`config.mk`:
```
export PLATFORM = sky130hd
export DESIGN_NAME = vending_change_dispenser
export DESIGN_NICKNAME = d
export VERILOG_FILES = /design/src/rtl/vending_pkg.sv /design/src/rtl/vend_timeout.sv /design/src/rtl/vending_change_dispenser.sv
export SDC_FILE = /design/constraint.sdc
export NUM_CORES = 1
export LEC_CHECK = 0
export BUFFER_PORTS_ARGS = -buffer_cell sky130_fd_sc_hd__buf_2
export CORE_UTILIZATION = 54
export DETAILED_ROUTE_END_ITERATION = 6
export GPL_ROUTABILITY_DRIVEN = 0
export PLACE_DENSITY = 0.84
export SLEW_MARGIN = 20
export SYNTH_ARGS = -nofsm -noshare
export SYNTH_HDL_FRONTEND = slang
export SYNTH_SLANG_ARGS = --single-unit
```
`constraint.sdc`:
```
create_clock -name clk -period 2.68 [get_ports clk]
set_input_delay 0.67 -clock clk [delete_from_list [all_inputs] [get_ports clk]]
set_output_delay 0.67 -clock clk [all_outputs]
set_load 0.05 [all_outputs]
```
`src/rtl/vending_pkg.sv`:
```
// -----------------------------------------------------------------------------
// vending_pkg
// Shared definitions for the vending change dispenser: controller state
// encoding, coin values expressed in nickel units, default inventory caps and
// the default eject-acknowledge timeout.
// -----------------------------------------------------------------------------
package vending_pkg;

    typedef enum logic [2:0] {
        IDLE    = 3'd0,
        PICK    = 3'd1,
        EJECT_N = 3'd2,
        EJECT_D = 3'd3,
        FINISH  = 3'd4
    } state_t;

    // Coin values in nickel units (the unit of `amount` and `remaining`).
    localparam logic [3:0] NICKEL = 4'd1;
    localparam logic [3:0] DIME   = 4'd2;

    localparam int DEFAULT_NICKEL_CAP  = 20;
    localparam int DEFAULT_DIME_CAP    = 20;
    localparam int DEFAULT_ACK_TIMEOUT = 15;

endpackage

```
`src/rtl/vend_timeout.sv`:
```
// -----------------------------------------------------------------------------
// vend_timeout
// Counts consecutive cycles an eject request has gone unacknowledged.
// `expired` rises combinationally in the TIMEOUT-th consecutive `run` cycle so
// the controller can leave the eject state on that same clock edge.
//
// Ports:
//   clk      in   clock, posedge
//   rstn     in   synchronous active-low reset
//   clear    in   restart the count (not ejecting, or ack received)
//   run      in   one more cycle without acknowledge
//   expired  out  TIMEOUT consecutive run cycles reached (this cycle)
// -----------------------------------------------------------------------------
module vend_timeout #(
    parameter int TIMEOUT = 15
) (
    input  logic clk,
    input  logic rstn,
    input  logic clear,
    input  logic run,
    output logic expired
);

    localparam int              CNT_W = $clog2(TIMEOUT + 1);
    localparam logic [CNT_W-1:0] LAST = CNT_W'(TIMEOUT - 1);

    logic [CNT_W-1:0] count;

    assign expired = run && (count == LAST);

    // NOTE: sequential state uses non-blocking assignments only, so every
    // register samples its inputs from before the edge.
    always_ff @(posedge clk) begin
        if (!rstn) begin
            count <= '0;
        end else if (clear || expired) begin
            count <= '0;
        end else if (run) begin
            count <= count + 1'b1;
        end
    end

endmodule

```
`src/rtl/vending_change_dispenser.sv`:
```
// -----------------------------------------------------------------------------
// vending_change_dispenser
// Pays out change owed (in nickel units) using a greedy dime-first policy,
// one coin at a time through a handshake with the coin mechanism. Ends every
// request with a one-cycle `done` pulse; `short` reports unpaid change caused
// by an empty inventory or a mechanism that never acknowledged.
//
// Ports:
//   clk         in   clock, posedge
//   rstn        in   synchronous active-low reset
//   start       in   pay `amount`, sampled in IDLE only
//   amount[3:0] in   change owed in nickel units
//   refill      in   reload both inventories to cap, IDLE only, start wins
//   eject_ack   in   mechanism dropped the requested coin
//   eject_n     out  request one nickel (level, while in EJECT_N)
//   eject_d     out  request one dime (level, while in EJECT_D)
//   busy        out  controller not in IDLE
//   done        out  one-cycle completion pulse
//   short       out  change not fully paid, valid with done
//   remaining   out  nickel units still owed
//   nickel_cnt  out  nickels in stock
//   dime_cnt    out  dimes in stock
// -----------------------------------------------------------------------------
module vending_change_dispenser
    import vending_pkg::*;
#(
    parameter int NICKEL_CAP  = DEFAULT_NICKEL_CAP,
    parameter int DIME_CAP    = DEFAULT_DIME_CAP,
    parameter int ACK_TIMEOUT = DEFAULT_ACK_TIMEOUT
) (
    input  logic       clk,
    input  logic       rstn,
    input  logic       start,
    input  logic [3:0] amount,
    input  logic       refill,
    input  logic       eject_ack,
    output logic       eject_n,
    output logic       eject_d,
    output logic       busy,
    output logic       done,
    output logic       short,
    output logic [3:0] remaining,
    output logic [5:0] nickel_cnt,
    output logic [5:0] dime_cnt
);

    localparam logic [5:0] NICKEL_FULL = 6'(NICKEL_CAP);
    localparam logic [5:0] DIME_FULL   = 6'(DIME_CAP);

    state_t     state, state_next;
    logic [3:0] remaining_next;
    logic [5:0] nickel_next, dime_next;
    logic       short_q, short_next;

    logic       ejecting;
    logic       expired;

    assign ejecting = (state == EJECT_N) || (state == EJECT_D);

    vend_timeout #(
        .TIMEOUT (ACK_TIMEOUT)
    ) u_timeout (
        .clk     (clk),
        .rstn    (rstn),
        .clear   (!ejecting || eject_ack),
        .run     (ejecting && !eject_ack),
        .expired (expired)
    );

    // NOTE: every variable is given its hold value before the case statement,
    // so no path through the block can leave it unassigned (no latches).
    always_comb begin
        state_next     = state;
        remaining_next = remaining;
        nickel_next    = nickel_cnt;
        dime_next      = dime_cnt;
        short_next     = short_q;

        case (state)
            IDLE: begin
                if (start) begin
                    remaining_next = amount;
                    short_next     = 1'b0;
                    state_next     = PICK;
                end else if (refill) begin
                    nickel_next = NICKEL_FULL;
                    dime_next   = DIME_FULL;
                end
            end

            PICK: begin
                if (remaining >= DIME && dime_cnt != '0) begin
                    state_next = EJECT_D;
                end else if (remaining >= NICKEL && nickel_cnt != '0) begin
                    state_next = EJECT_N;
                end else begin
                    // Nothing usable left: either fully paid or stuck short.
                    short_next = (remaining != '0);
                    state_next = FINISH;
                end
            end

            EJECT_D: begin
                if (eject_ack) begin
                    // Guards are redundant with PICK's selection but keep the
                    // counters safe from wrap-around under any input sequence.
                    dime_next      = (dime_cnt != '0) ? dime_cnt - 1'b1 : '0;
                    remaining_next = (remaining >= DIME) ? remaining - DIME : '0;
                    state_next     = PICK;
                end else if (expired) begin
                    short_next = 1'b1;
                    state_next = FINISH;
                end
            end

            EJECT_N: begin
                if (eject_ack) begin
                    nickel_next    = (nickel_cnt != '0) ? nickel_cnt - 1'b1 : '0;
                    remaining_next = (remaining >= NICKEL) ? remaining - NICKEL : '0;
                    state_next     = PICK;
                end else if (expired) begin
                    short_next = 1'b1;
                    state_next = FINISH;
                end
            end

            FINISH: begin
                state_next = IDLE;
            end

            default: begin
                state_next = IDLE;
            end
        endcase
    end

    always_ff @(posedge clk) begin
        if (!rstn) begin
            state      <= IDLE;
            remaining  <= '0;
            nickel_cnt <= NICKEL_FULL;
            dime_cnt   <= DIME_FULL;
            short_q    <= 1'b0;
        end else begin
            state      <= state_next;
            remaining  <= remaining_next;
            nickel_cnt <= nickel_next;
            dime_cnt   <= dime_next;
            short_q    <= short_next;
        end
    end

    // Moore outputs: decoded from the state register only.
    assign eject_n = (state == EJECT_N);
    assign eject_d = (state == EJECT_D);
    assign busy    = (state != IDLE);
    assign done    = (state == FINISH);
    assign short   = short_q;

endmodule
```
# Word level (Yosys, flattened, before mapping)
# Index checks and enable logic that the tools add are counted.
[word_totals] input_bits=9 wordCells=80 register_bits=24
[classes] bitwise=1 mux=26 n_eq_ne=15 magnitude_cmp=2 n_reduce_logical=25 n_addsub=5
[ops] op="$mux W6" count=6
[ops] op="$pmux W6 S2" count=2
[ops] op="$mux W4" count=5
[ops] op="$ne A2 B2 Y1 const B" count=8
[ops] op="$mux W3" count=5
[ops] op="$pmux W4 S3" count=1
[ops] op="$reduce_and A4 Y1" count=3
[ops] op="$reduce_bool A6 Y1" count=2
[ops] op="$sub A6 B1 Y6 const B" count=2
[ops] op="$pmux W3 S3" count=1
[ops] op="$reduce_bool A3 Y1" count=3
[ops] op="$eq A3 B2 Y1 const B" count=2
[ops] op="$reduce_and A6 Y1" count=1
[ops] op="$mux W1" count=5
[ops] op="$add A4 B1 Y4 const B" count=1
[ops] op="$eq A4 B4 Y1 const B" count=1
[ops] op="$ge A4 B1 Y1 const B" count=1
[ops] op="$ge A4 B2 Y1 const B" count=1
[ops] op="$logic_and A1 B1 Y1" count=4
[ops] op="$reduce_bool A2 Y1" count=2
[ops] op="$reduce_bool A4 Y1" count=1
[ops] op="$reduce_or A2 Y1" count=2
[ops] op="$sub A4 B1 Y4 const B" count=1
[ops] op="$sub A4 B2 Y4 const B" count=1
[ops] op="other kinds (10)" count=13

# Longest topological paths before layout
# Gate-level depths: netlist of the first run.
[depth] ltp_word=7 ltp_mapped=7 mapped_depth_nobuf=7

# By module
# A second synthesis of the first run with hierarchy kept.
[unflattened] cells_unflattened=189 area_unflattened_um2=1536.5
[modules_own_cells] mod="vending_change_dispenser" cells_per_inst=170 n_inst=1 area_per_inst_um2=1341.3 seq_area_each_um2=400.4
[modules_own_cells] mod="vend_timeout" cells_per_inst=19 n_inst=1 area_per_inst_um2=195.2 seq_area_each_um2=80.1

# Worst setup path after synthesis of the first run
# No wires, ideal clock.
[synth_timing] path_kind="flip-flop to output port" from="reg state[0]" to="out done" n_path_buf=2 t_arrival_ps=1881 required_time_ps=2010 path_slack_ps=129 stages_incl_launch_ff=4 cell_sequence="dfxtp_1 clkbuf_1 buf_1 nor3b_1"
[synth_between] elab_chain_cells=1
[synth_rtl] item="start, declared" line_no="vending_change_dispenser.sv:50" text="state_t state, state_next;"
[synth_rtl] item="start signal, assigned" line_no="vending_change_dispenser.sv:145" text="state <= state_next;"
[synth_rtl] item="$eq A3 B3 Y1" line_no="vending_change_dispenser.sv:157" text="assign done = (state == FINISH);"
[synth_rtl] item="end, declared" line_no="vending_change_dispenser.sv:40" text="output logic done,"
# No other way between the ends.

# Worst setup path in the final report of the first run
[layout_timing] from="reg state[1]" to="out eject_d"
[layout_between] elab_chain_cells=1
[layout_rtl] item="$eq A3 B2 Y1" line_no="vending_change_dispenser.sv:155" text="assign eject_d = (state == EJECT_D);"
[layout_rtl] item="end, declared" line_no="vending_change_dispenser.sv:38" text="output logic eject_d,"
# No other way between the ends.

==> impl_metrics.toml, run 1 <==
[run_status]
status = "complete, no violations"

[synth]
synth_warnings = 0
synth_xor_area_share_pct = 2.30
synthMuxAreaShare_pct = 0
synth.most_common_cell = "nand2_1"
synthTopCellsByCount = "nand2_1, dfxtp_1, nor2_1"
synth_area_leaders = "dfxtp_1, ha_1, nand2_1, nor2_1, o21ai_0"
yosys.area.top_type_share_pct = 31.6
synthArstFlopShare_pct = 0
synthSimpleGateAreaFrac_pct = 30.0
synth_compound_area_share_pct = 21.2
syn_area_sq_um = 1520
synth_top_family_by_area = "simple AND/OR/NAND/NOR gates"
yosys.area_share.adder_pct = 9.88
synth_seq_area_share_pct = 31.6
synth-edff-count = 0
synth.avg_cell_area_sq_um = 7.80
synth_flop_cell = "dfxtp_1"
yosysTopAreaCell = "dfxtp_1"
ys_ff_latch = 24
syn_inst = 195
yosysUniqueCellTypes = 46
syn-num-nets = 216

[setup_path]
cp-start-kind = "flip-flop"
path_buf_inv = 2
critPathLaunch = "state[1]$_SDFFE_PN0P_"
crit_path_end_kind = "output pin"
critPathTopFamily = "simple AND/OR/NAND/NOR gates"
cp_max_fo = 12
crit_type = "reg2out"
crit-reg2reg-launch = "remaining[1]$_SDFFE_PN0P_"
cp.required_ns = 2.01
arrival_ns = 1.79
crit_path_max_incr_delay_ns = 0.55
crit_chain = "nor2b_1, nand2_1, inv_1, buf_2"
slowest_stage = "dfxtp_1"

[grt]
grt_max_degree = 22
antenna_found_initial = 0
top_usage_layer = "met2"
grt_pass1_wl_mm = 5.59
globalRouteMet1Util_pct = 35.0
grtUsageMet2_pct = 40.8
grt_util_all_layers_pct = 25.0
grtUsageMet3_pct = 3.01
grt_pass1_vias = 1319
overflow = 0

[timing]
fin_crit_sh_pct = 91.7
setup_viol = 0
hold_viol = 0
slew_violations = 0
holdWs_ns = 0.497
fin_tns_setup_ns = 0
tightest_slew_ns = 0.633
fin_crit_ns = 2.46
slew_headroom_pct = 57.2
fin_worst_skew_ns = 0.00935
fmax_ghz = 0.407
grt_setup_unrepaired = "no"

[die]
die_h_microns = 55.1
dieArea_sq_um = 3030
row_count = 18
io_pins = 30
fp.coreArea_sq_um = 2570
die_w_microns = 55.1
start_util_pct = 59.2

[clocking]
clk_pin_slew_ns = 0.14
root_buffer = "clkbuf_4"
cts_buffers = 3
cts.htree.levels = 1
cts_resized = 0
clock_latency_ns = 0.31
cts_hold_buffers = 0
cts_setup_buffers = 0
tritoncts = "done"
cts_max_path_buffers = 2
cts_sinks = 24

[pwr]
p_leak_uw = 0.000765
power_density_nw_per_um2 = 758
fin_total_pwr_uw = 1310
peakVddDrop_v = 0.000528

[detailed_routing]
viasPerCell = 6.03
antenna_left = 0
drc = 0
wl_per_cell_microns = 13.9
routed_wl_mm = 3.50
drt_pre_antenna_iters = 4
vias = 1520
drt-initial-drc-count = 40

[worst_hold_path]
hold_path.class = "reg2reg"
hp-start = "u_timeout.count[0]$_SDFFE_PP0P_"

[placed_design]
hpwl_mm = 2.64
numPortBuffers = 29

[flow_run]
cap_violations = 0

[finish]
antenna_cells = 0
nFillCells = 242
design.final.nets = 244
drive_gt1_share_pct = 17.6
areaGrowthSynthToFinish_pct = 13.3
-- state kept, by name, summed over array words and instances (netlist names) --
signal           flops
dime_cnt             6
nickel_cnt           6
remaining            4
u_timeout.count      4
state                3
short                1
-- layout make-up --
| cell class | count | area [sq um] | share of cell area (%) |
|---|---|---|---|
| multi-input cells | 151 | 963 | 55.9 |
| inverters | 12 | 45.0 | 2.61 |
| repair buffers | 31 | 160 | 9.30 |
| flip-flops and latches | 24 | 480 | 27.9 |
| well taps | 30 | 37.5 | 2.18 |
| clock buffers | 4 | 36.3 | 2.11 |
-- path summary, 6_finish.rpt --
| kind | to | slack (ns) | cells after the start |
|---|---|---|---|
| setup / recovery | eject_d | 0.22 | 4 |
| hold / removal | u_timeout.count[0]$_SDFFE_PP0P_ | 0.50 | 1 |
| setup reg to reg | short$_SDFFE_PN0P_ | 0.35 | 7 |
| hold reg to reg | u_timeout.count[0]$_SDFFE_PP0P_ | 0.50 | 1 |
-- where the power goes --
part / switching (uW) / internal (uW)
clock network: 111 / 82.9
registers: 61.1 / 399
logic: 436 / 216
-- cell usage in the layout, fill, tap and decap left out, types with 4 or more instances in the layout --
master	netlist	routed
a21oi_1	6	6
buf_2	1	29
dfxtp_1	24	24
ha_1	12	12
inv_1	12	12
nand2_1	26	26
nand2b_1	5	5
nand3_1	6	6
nor2_1	21	21
nor2b_1	4	4
nor3_1	4	4
nor4_1	5	5
o21ai_0	12	12
o31ai_1	4	4
-- per-stage QoR --
| step | cell area, sq um | worst slack, ns | std cells | util [%] |
|---|---|---|---|---|
| 3_3_place_gp | 1690 | 0.288 | 248 | 65.7 |
| 5_1_grt | 1720 | 0.101 | 252 | 67.1 |
| 3_5_place_dp | 1690 | 0.220 | 248 | 65.7 |
| 4_1_cts | 1720 | 0.248 | 252 | 67.1 |
| 2_1_floorplan | 1520 | 0.129 | 195 | - |
| 6_report | 1720 | 0.222 | 252 | 67.1 |
-- cells by family (layout without fill, tap and decap cells) --
logic type      count (synthesis)  count (layout)
buf+inv                        20              47
simple gates                   89              89
flops                          24              24
compound gates                 46              46
xor+xnor                        4               4
fa+ha+maj                      12              12
-- per-layer routing --
layer | share of wire (%) | wire, microns
met5 | 0 | 0
met4 | 0.43 | 15
met3 | 5.1 | 177
met2 | 49 | 1710
met1 | 46 | 1600
No activity file was read; power rests on OpenSTA's default activity.
==> inputs of run 2 (changes only) <==
CAP_MARGIN = 20   (was not set)
RECOVER_POWER = 50   (was not set)
==> impl_metrics.toml, run 2 (synthesis gave the netlist of run 1 again) <==
[setup_path]
crit_path_end_kind = "output pin"
cp_max_fo = 12
cp.required_ns = 2.01
rr_worst_depth = 5
slowest_stage = "dfxtp_1"
crit_type = "reg2out"
critPathTopFamily = "simple AND/OR/NAND/NOR gates"
crit-reg2reg-launch = "state[1]$_SDFFE_PN0P_"
crit_chain = "nor2b_1, nand2_1, inv_1, buf_2"
r2r_end = "dime_cnt[5]$_SDFFE_PN0P_"
crit_path_max_incr_delay_ns = 0.56
arrival_ns = 1.79
r2r_slack_ns = 0.30
cp-start-kind = "flip-flop"
path_buf_inv = 2

[worst_hold_path]
worstHoldEndpoint = "u_timeout.count[0]$_SDFFE_PP0P_"
hold_depth = 1
hp-start = "u_timeout.count[0]$_SDFFE_PP0P_"
hold_path.class = "reg2reg"

[timing]
slew_headroom_pct = 56.2
slew_violations = 0
fin_worst_skew_ns = 0.0107
tightest_slew_ns = 0.648
fin_crit_sh_pct = 91.9
grt_setup_unrepaired = "no"
fin_crit_ns = 2.46
holdWs_ns = 0.496
fmax_ghz = 0.406
setup_viol = 0
hold_viol = 0
fin_tns_setup_ns = 0

[finish]
design.final.nets = 244
layout.cells.non_filler = 252
top_regs = "dime_cnt: 6 flops, nickel_cnt: 6 flops"
antenna_cells = 0
areaGrowthSynthToFinish_pct = 11.4
design_area_sq_um = 1690
nFillCells = 250
final_cell_mix = "nand2_1, dfxtp_1, nor2_1"
drive_gt1_share_pct = 10.4
layout_commonest_cell = "nand2_1"

[grt]
antenna_found_initial = 0
grt_pass1_vias = 1319
grt_max_degree = 22
grt_pass1_wl_mm = 5.59
grt_util_all_layers_pct = 25.0
overflow = 0

[detailed_routing]
drc = 0
wl_per_cell_microns = 14.0
viasPerCell = 5.99
drt_pre_antenna_iters = 4
routed_wl_mm = 3.52
vias = 1510
antenna_left = 0
drt-initial-drc-count = 37

[placed_design]
hpwl_mm = 2.64
numPortBuffers = 29
post_dp_cell_area_sq_um = 1690
dp_cells = 248

[pwr]
power_density_nw_per_um2 = 766
p_leak_uw = 0.000712
peakVddDrop_v = 0.000525
fin_total_pwr_uw = 1300

[clocking]
cts_hold_buffers = 0
cts_setup_buffers = 0
root_buffer = "clkbuf_4"
cts.htree.levels = 1
cts_sinks = 24
tritoncts = "done"
cts_resized = 0
cts_buffers = 3
cts_max_path_buffers = 2
clock_latency_ns = 0.31
clk_pin_slew_ns = 0.14

[die]
dieArea_sq_um = 3030
start_util_pct = 59.2
row_count = 18
die_w_microns = 55.1
die_h_microns = 55.1
fp.coreArea_sq_um = 2570
io_pins = 30

[flow_run]
cap_violations = 0

[run_status]
status = "complete, no violations"
run 2: layer usage:
layer	part of all wire [%]	global-route usage, %	routed length [microns]	up-vias
met2	49	40.8	1710	60
met5	0	0	0	-
met4	0	5.83	0	0
met3	5.8	3.01	206	0
li1	-	-	-	747
met1	46	35.0	1600	703
run 2: layout make-up:
type	instances	area, sq um	share of cell area (%)
clock buffer	4	36.3	2.14
tap	30	37.5	2.22
multi-input combinational	151	952	56.2
timing repair buffer	31	141	8.35
sequential	24	480	28.4
inverter	12	45.0	2.66
run 2: worst max-delay path by stage:
stage | start | end | slack [ns] | depth (start not counted)
final | state[1]$_SDFFE_PN0P_ | eject_d | 0.22 | 4
after global routing | state[1]$_SDFFE_PN0P_ | dime_cnt[5]$_SDFFE_PN0P_ | 0.09 | 5
after CTS | state[1]$_SDFFE_PN0P_ | eject_d | 0.25 | 4
after detailed placement | start | nickel_cnt[5]$_SDFFE_PN0P_ | 0.22 | 6
after global placement | start | nickel_cnt[5]$_SDFFE_PN0P_ | 0.29 | 6
after floorplan | state[0]$_SDFFE_PN0P_ | done | 0.13 | 3
run 2: report_power, final:
part	switching, uW	internal [uW]	total, uW
registers	61.7	399	461
logic	436	206	641
clock network	112	82.9	195
total	609	688	1300
run 2: through the flow:
step / utilization [%] / worst slack, ns
3_3_place_gp: 65.7 / 0.288
2_1_floorplan: - / 0.129
3_5_place_dp: 65.7 / 0.220
6_report: 65.9 / 0.216
5_1_grt: 65.9 / 0.0922
4_1_cts: 67.1 / 0.248
